**src/rtl/traffic_pkg.sv**
```systemverilog
// Shared types and defaults for the east-west vehicle request path.
package traffic_pkg;

  typedef enum logic [1:0] {
    D_LOW  = 2'b00,
    D_RISE = 2'b01,
    D_HIGH = 2'b11,
    D_FALL = 2'b10
  } db_state_t;

  localparam int DEBOUNCE_CYCLES_DEF = 4;
  localparam int COUNT_W_DEF         = 4;
  localparam int MAX_WAIT_DEF        = 32;

  // Stability counter only needs to reach DEBOUNCE_CYCLES-1.
  function automatic int cnt_width(input int n);
    return (n > 2) ? $clog2(n) : 1;
  endfunction

endpackage

```
**src/rtl/sensor_debounce.sv**
```systemverilog
// Synchronises the raw loop level, debounces it and emits one pulse per
// debounced rising edge.
module sensor_debounce
  import traffic_pkg::*;
#(
  parameter int DEBOUNCE_CYCLES = DEBOUNCE_CYCLES_DEF
) (
  input  logic clock,
  input  logic reset,
  input  logic sensor_raw,
  output logic db,
  output logic arrival
);

  localparam int              CNT_W     = cnt_width(DEBOUNCE_CYCLES);
  localparam logic [CNT_W-1:0] CNT_ZERO = CNT_W'(0);
  localparam logic [CNT_W-1:0] CNT_ONE  = CNT_W'(1);
  localparam logic [CNT_W-1:0] CNT_LAST = CNT_W'(DEBOUNCE_CYCLES - 1);
  localparam bit              ONE_STAGE = (DEBOUNCE_CYCLES == 1);

  logic             s1_r;
  logic             s2_r;
  db_state_t        state_r;
  logic [CNT_W-1:0] cnt_r;
  logic             db_r;
  logic             db_prev_r;

  // Two-flop synchroniser for the asynchronous loop level.
  always_ff @(posedge clock or negedge reset) begin
    if (!reset) begin
      s1_r <= 1'b0;
      s2_r <= 1'b0;
    end else begin
      s1_r <= sensor_raw;
      s2_r <= s1_r;
    end
  end

  // Debounce FSM; db_r is updated on the same edge the state settles.
  always_ff @(posedge clock or negedge reset) begin
    if (!reset) begin
      state_r <= D_LOW;
      cnt_r   <= CNT_ZERO;
      db_r    <= 1'b0;
    end else begin
      case (state_r)
        D_LOW: begin
          if (s2_r) begin
            if (ONE_STAGE) begin
              state_r <= D_HIGH;
              db_r    <= 1'b1;
              cnt_r   <= CNT_ZERO;
            end else begin
              state_r <= D_RISE;
              cnt_r   <= CNT_ONE;
            end
          end else begin
            db_r  <= 1'b0;
            cnt_r <= CNT_ZERO;
          end
        end
        D_RISE: begin
          if (!s2_r) begin
            state_r <= D_LOW;
            cnt_r   <= CNT_ZERO;
          end else if (cnt_r == CNT_LAST) begin
            state_r <= D_HIGH;
            db_r    <= 1'b1;
            cnt_r   <= CNT_ZERO;
          end else begin
            cnt_r <= cnt_r + CNT_ONE;
          end
        end
        D_HIGH: begin
          if (!s2_r) begin
            if (ONE_STAGE) begin
              state_r <= D_LOW;
              db_r    <= 1'b0;
              cnt_r   <= CNT_ZERO;
            end else begin
              state_r <= D_FALL;
              cnt_r   <= CNT_ONE;
            end
          end else begin
            db_r  <= 1'b1;
            cnt_r <= CNT_ZERO;
          end
        end
        D_FALL: begin
          if (s2_r) begin
            state_r <= D_HIGH;
            cnt_r   <= CNT_ZERO;
          end else if (cnt_r == CNT_LAST) begin
            state_r <= D_LOW;
            db_r    <= 1'b0;
            cnt_r   <= CNT_ZERO;
          end else begin
            cnt_r <= cnt_r + CNT_ONE;
          end
        end
        default: begin
          state_r <= D_LOW;
          db_r    <= 1'b0;
          cnt_r   <= CNT_ZERO;
        end
      endcase
    end
  end

  // Delayed copy of db for edge detection.
  always_ff @(posedge clock or negedge reset) begin
    if (!reset) begin
      db_prev_r <= 1'b0;
    end else begin
      db_prev_r <= db_r;
    end
  end

  assign db      = db_r;
  assign arrival = db_r & ~db_prev_r;

endmodule

```
**src/rtl/vehicle_sensor_conditioner.sv**
```systemverilog
// Turns the debounced loop sensor into the controller request X, tracking
// unserved vehicles, long waits and dropped arrivals.
module vehicle_sensor_conditioner
  import traffic_pkg::*;
#(
  parameter int DEBOUNCE_CYCLES = DEBOUNCE_CYCLES_DEF,
  parameter int COUNT_W         = COUNT_W_DEF,
  parameter int MAX_WAIT        = MAX_WAIT_DEF,
  parameter int WAIT_W          = 6
) (
  input  logic               clock,
  input  logic               reset,
  input  logic               sensor_raw,
  input  logic               serve,
  input  logic               flush,
  output logic               X,
  output logic [COUNT_W-1:0] pending_count,
  output logic               urgent,
  output logic               overflow
);

  localparam logic [COUNT_W-1:0] CNT_ZERO = COUNT_W'(0);
  localparam logic [COUNT_W-1:0] CNT_ONE  = COUNT_W'(1);
  localparam logic [COUNT_W-1:0] CNT_MAX  = {COUNT_W{1'b1}};
  localparam logic [WAIT_W-1:0]  TMR_ZERO = WAIT_W'(0);
  localparam logic [WAIT_W-1:0]  TMR_ONE  = WAIT_W'(1);
  localparam logic [WAIT_W-1:0]  TMR_MAX  = WAIT_W'(MAX_WAIT);

  logic               arrival_s;
  logic               unused_db_s;
  logic               accepted_serve_s;
  logic [WAIT_W-1:0]  timer_inc_s;
  logic [COUNT_W-1:0] count_r;
  logic               overflow_r;
  logic [WAIT_W-1:0]  timer_r;
  logic               urgent_r;

  sensor_debounce #(
    .DEBOUNCE_CYCLES(DEBOUNCE_CYCLES)
  ) u_debounce (
    .clock     (clock),
    .reset     (reset),
    .sensor_raw(sensor_raw),
    .db        (unused_db_s),
    .arrival   (arrival_s)
  );

  assign accepted_serve_s = serve & (count_r != CNT_ZERO);
  assign timer_inc_s      = timer_r + TMR_ONE;

  // Pending-vehicle counter with sticky overflow, in priority order.
  always_ff @(posedge clock or negedge reset) begin
    if (!reset) begin
      count_r    <= CNT_ZERO;
      overflow_r <= 1'b0;
    end else if (flush) begin
      count_r    <= CNT_ZERO;
      overflow_r <= 1'b0;
    end else if (arrival_s && accepted_serve_s) begin
      count_r <= count_r;
    end else if (arrival_s && (count_r == CNT_MAX)) begin
      overflow_r <= 1'b1;
    end else if (arrival_s) begin
      count_r <= count_r + CNT_ONE;
    end else if (accepted_serve_s) begin
      count_r <= count_r - CNT_ONE;
    end else begin
      count_r <= count_r;
    end
  end

  // Wait timer: restarts on every accepted serve, saturates at MAX_WAIT.
  always_ff @(posedge clock or negedge reset) begin
    if (!reset) begin
      timer_r  <= TMR_ZERO;
      urgent_r <= 1'b0;
    end else if (flush || !X || accepted_serve_s) begin
      timer_r  <= TMR_ZERO;
      urgent_r <= 1'b0;
    end else if (timer_r != TMR_MAX) begin
      timer_r  <= timer_inc_s;
      urgent_r <= (timer_inc_s == TMR_MAX);
    end else begin
      urgent_r <= 1'b1;
    end
  end

  assign pending_count = count_r;
  assign X             = (count_r != CNT_ZERO);
  assign urgent        = urgent_r;
  assign overflow      = overflow_r;

endmodule
```
**config.mk**
```make
export PLATFORM = sky130hd
export DESIGN_NAME = vehicle_sensor_conditioner
export DESIGN_NICKNAME = d
export VERILOG_FILES = /design/src/rtl/traffic_pkg.sv /design/src/rtl/sensor_debounce.sv /design/src/rtl/vehicle_sensor_conditioner.sv
export SDC_FILE = /design/constraint.sdc
export NUM_CORES = 1
export LEC_CHECK = 0
export CORE_UTILIZATION = 43
export DETAILED_ROUTE_END_ITERATION = 10
export HOLD_SLACK_MARGIN = 0.12
export PLACE_DENSITY = 0.65
export SETUP_SLACK_MARGIN = 0.05
export SLEW_MARGIN = 40
export SYNTH_ARGS = -nofsm -noshare
export SYNTH_HDL_FRONTEND = slang
export SYNTH_SLANG_ARGS = --single-unit
```
**constraint.sdc**
```tcl
create_clock -name clock -period 1.75 [get_ports clock]
set_clock_uncertainty 0.1 [all_clocks]
set_input_delay 0.525 -clock clock [delete_from_list [all_inputs] [get_ports clock]]
set_output_delay 0.525 -clock clock [all_outputs]
set_load 0.03 [all_outputs]
```
==> flow_summary.yaml <==
route:
  vias: 1094
  wl_met2_um: 1540
  routed_wl_um: 3020
  wl_met3_um: 93
  final_antenna_net_count: 0
  drt_first_pass_iters: 5
  drc: 0
  viasPerCell: 5.70
  drtIter0Drc: 29
  top_layer: "met4"
  wl_met1_um: 1370
  avgRoutedWirePerCell_um: 15.8
floorplanning:
  floorplan.initialDensity_pct: 46.8
  core-area_sq_um: 2570
  rows: 18
  fp.dieH_um: 54.9
  die-area_sq_um: 3010
  die_x_um: 54.9
  ioPinCount: 12
synthesis:
  synth_cells: 120
  yosys.area.top_type: "dfrtp_1"
  ys_warn_count: 0
  avgSynthCellArea_sq_um: 10.0
  ys_types: 38
  ys_top_cells_by_area: "dfrtp_1 (42%), ha_1 (10%), nor2_1 (4.7%), xor2_1 (2.9%), inv_1 (2.8%)"
  syn_area_sq_um: 1200
  ys_ff_latch: 20
  synth_top_area_share_pct: 41.7
  async_flop_share_pct: 100
  ys.flop_type: "dfrtp_1"
  synth-edff-count: 0
  synthesis.nets: 136
  yosysSeqAreaShare_pct: 41.7
power:
  switchingPower_uw: 1080
  p_clk_share_pct: 13.6
  power_frac_comb_pct: 63.0
  cellPowerDensity_nw_per_um2: 1530
  p_leak_uw: 0.000823
  p_seq_share_pct: 23.4
  internal_power_uw: 1710
  ir_worst_vdd_uv: 926
  switching_share_pct: 38.8
grt:
  grt_pass1_vias: 1045
  grt_max_degree: 21
  grt_pass1_wl_um: 4670
  grt_overflow_total: 0
  antenna_found_initial: 0
  grtUsageTotal_pct: 22.4
sta:
  relSlewSlack_pct: 76.1
  rsz0062_at_grt: "yes"
  min_period_ps: 2040
  fmax_mhz: 491
  drv_slew: 0
  setup_viol: 5
  setup_ws_ps: -287
  final.period_utilization_pct: 116
  worst_slew_pin_slew_ps: 358
  finalHoldViolations: 0
placement:
  preCtsSetupSlack_ps: -396
  placedInstanceArea_sq_um: 1530
  detailed_place_hpwl_um: 1820
  portBuffers: 11
  gp_congestion: 0.816
worst_setup_path:
  slowest_stage: "or4_4"
  cp_num_buf_inv: 1
  arrival_ps: 1410
  required_ps: 1120
  crit_family: "simple AND/OR/NAND/NOR gates"
  startpoint_type: "flop"
  endpoint_kind: "output port"
  critical_path_class: "flop to output port"
  crit_fanout: 2
  path_cells: "or4_4 -> buf_6"
  critical-path-max-stage-delay_ps: 540
status:
  violations: "negative setup slack"
  outcome: "finished, violations left"
finish:
  final_cell_mix: "buf_4 (24), dfrtp_1 (15), nor2_1 (11), buf_6 (9)"
  final_common_cell: "buf_4"
  n_antenna_cell: 0
  layout.nets: 179
  final_area_sq_um: 1820
  area_delta_synth_final_pct: 51.7
  post_route_cells_drive_above_1_share_pct: 44.4
clock_tree:
  cts_buffer_depth: 2
  clockRootBuffer: "clkbuf_4"
  tritoncts: "done"
  clock_latency_ps: 300
  cts_max_level: 1
  numCtsBuffers: 3
  clkSinkCount: 20
  clk_pin_slew_ps: 110
run:
  cap_violations: 0
hold_path:
  holdCritPathClass: "flop to flop"
[final timing paths]
path | start | endpoint | slack (ps) | cells after the start
min | u_debounce.s1_r$_DFF_PN0_ | u_debounce.s2_r$_DFF_PN0_ | 260 | 0
min reg2reg | u_debounce.s1_r$_DFF_PN0_ | u_debounce.s2_r$_DFF_PN0_ | 260 | 0
max in group asynchronous | reset | pending_count[1]$_DFFE_PN0P_ | 870 | 2
min in group asynchronous | reset | overflow$_DFFE_PN0P_ | 450 | 2
max | pending_count[1]$_DFFE_PN0P_ | X | -290 | 2
max reg2reg | pending_count[2]$_DFFE_PN0P_ | pending_count[3]$_DFFE_PN0P_ | -180 | 5
[per-stage QoR]
step                      power (uW)  hold slack (ps)  util [%]  cells  TNS, ps
after floorplan                 1420              129         -    120    -74.7
after global placement          1870              233      59.7    178    -1730
after detailed placement        1910              239      59.7    178    -1970
after CTS                       2610              266      68.2    189     -620
after global routing            2970              280      71.0    192    -1040
final                           2790              262      71.0    192     -647
[kinds of logic after synthesis]
group | count (synthesis) | share of synthesized area (%)
AO/OA/AOI/OAI | 23 | 15.1
XOR/XNOR | 5 | 3.65
adder cells (fa/ha/maj) | 11 | 12.1
buffers and inverters | 11 | 3.44
flip-flops | 20 | 41.7
multiplexers | 2 | 1.67
AND/OR/NAND/NOR | 48 | 22.4
[layout make-up]
cell class              instances  area, sq um
clock buffers                   3         22.5
well taps                      30         37.5
inverters                       9         38.8
flip-flops and latches         20          507
fillers                       189          746
multi-input cells              89          831
repair buffers                 40          355
clock inverters                 1         30.0
[power by group through the flow]
stage,sequential (uW),clock [uW],combinational [uW]
floorplan,718,0,704
global placement,640,0,1230
detailed placement,646,0,1260
CTS,632,392,1590
global route,662,406,1900
finish,652,379,1760
[synth_stat cells (all sizes together) (3+ instances only)]
cell type / n
nand2b: 3
o21ai: 4
nand2: 6
nor3: 5
o41ai: 3
xor2: 4
a21oi: 6
nand3: 3
inv: 9
nor2b: 3
nor2: 15
ha: 10
dfrtp: 20
[routing by layer]
layer | vias to the layer above | track usage, %
met5 | - | 0
met3 | 4 | 5.00
met1 | 550 | 28.2
met4 | 0 | 5.13
met2 | 23 | 38.6
li1 | 517 | -
[registers in the layout (all words and copies together) (netlist names)]
signal,flops
overflow,1
pending_count,4
timer_r,6
u_debounce.cnt_r,2
u_debounce.db,1
u_debounce.db_prev_r,1
u_debounce.s1_r,1
u_debounce.s2_r,1
u_debounce.state_r,2
urgent,1
[timing repair]
action,CTS,global route
hold buffers,0,0
buffers inserted,7,3
pin swaps,11,4
endpoints found under the setup margin,10,13
gates resized for setup,38,13
(Power assumes the default switching activity.)
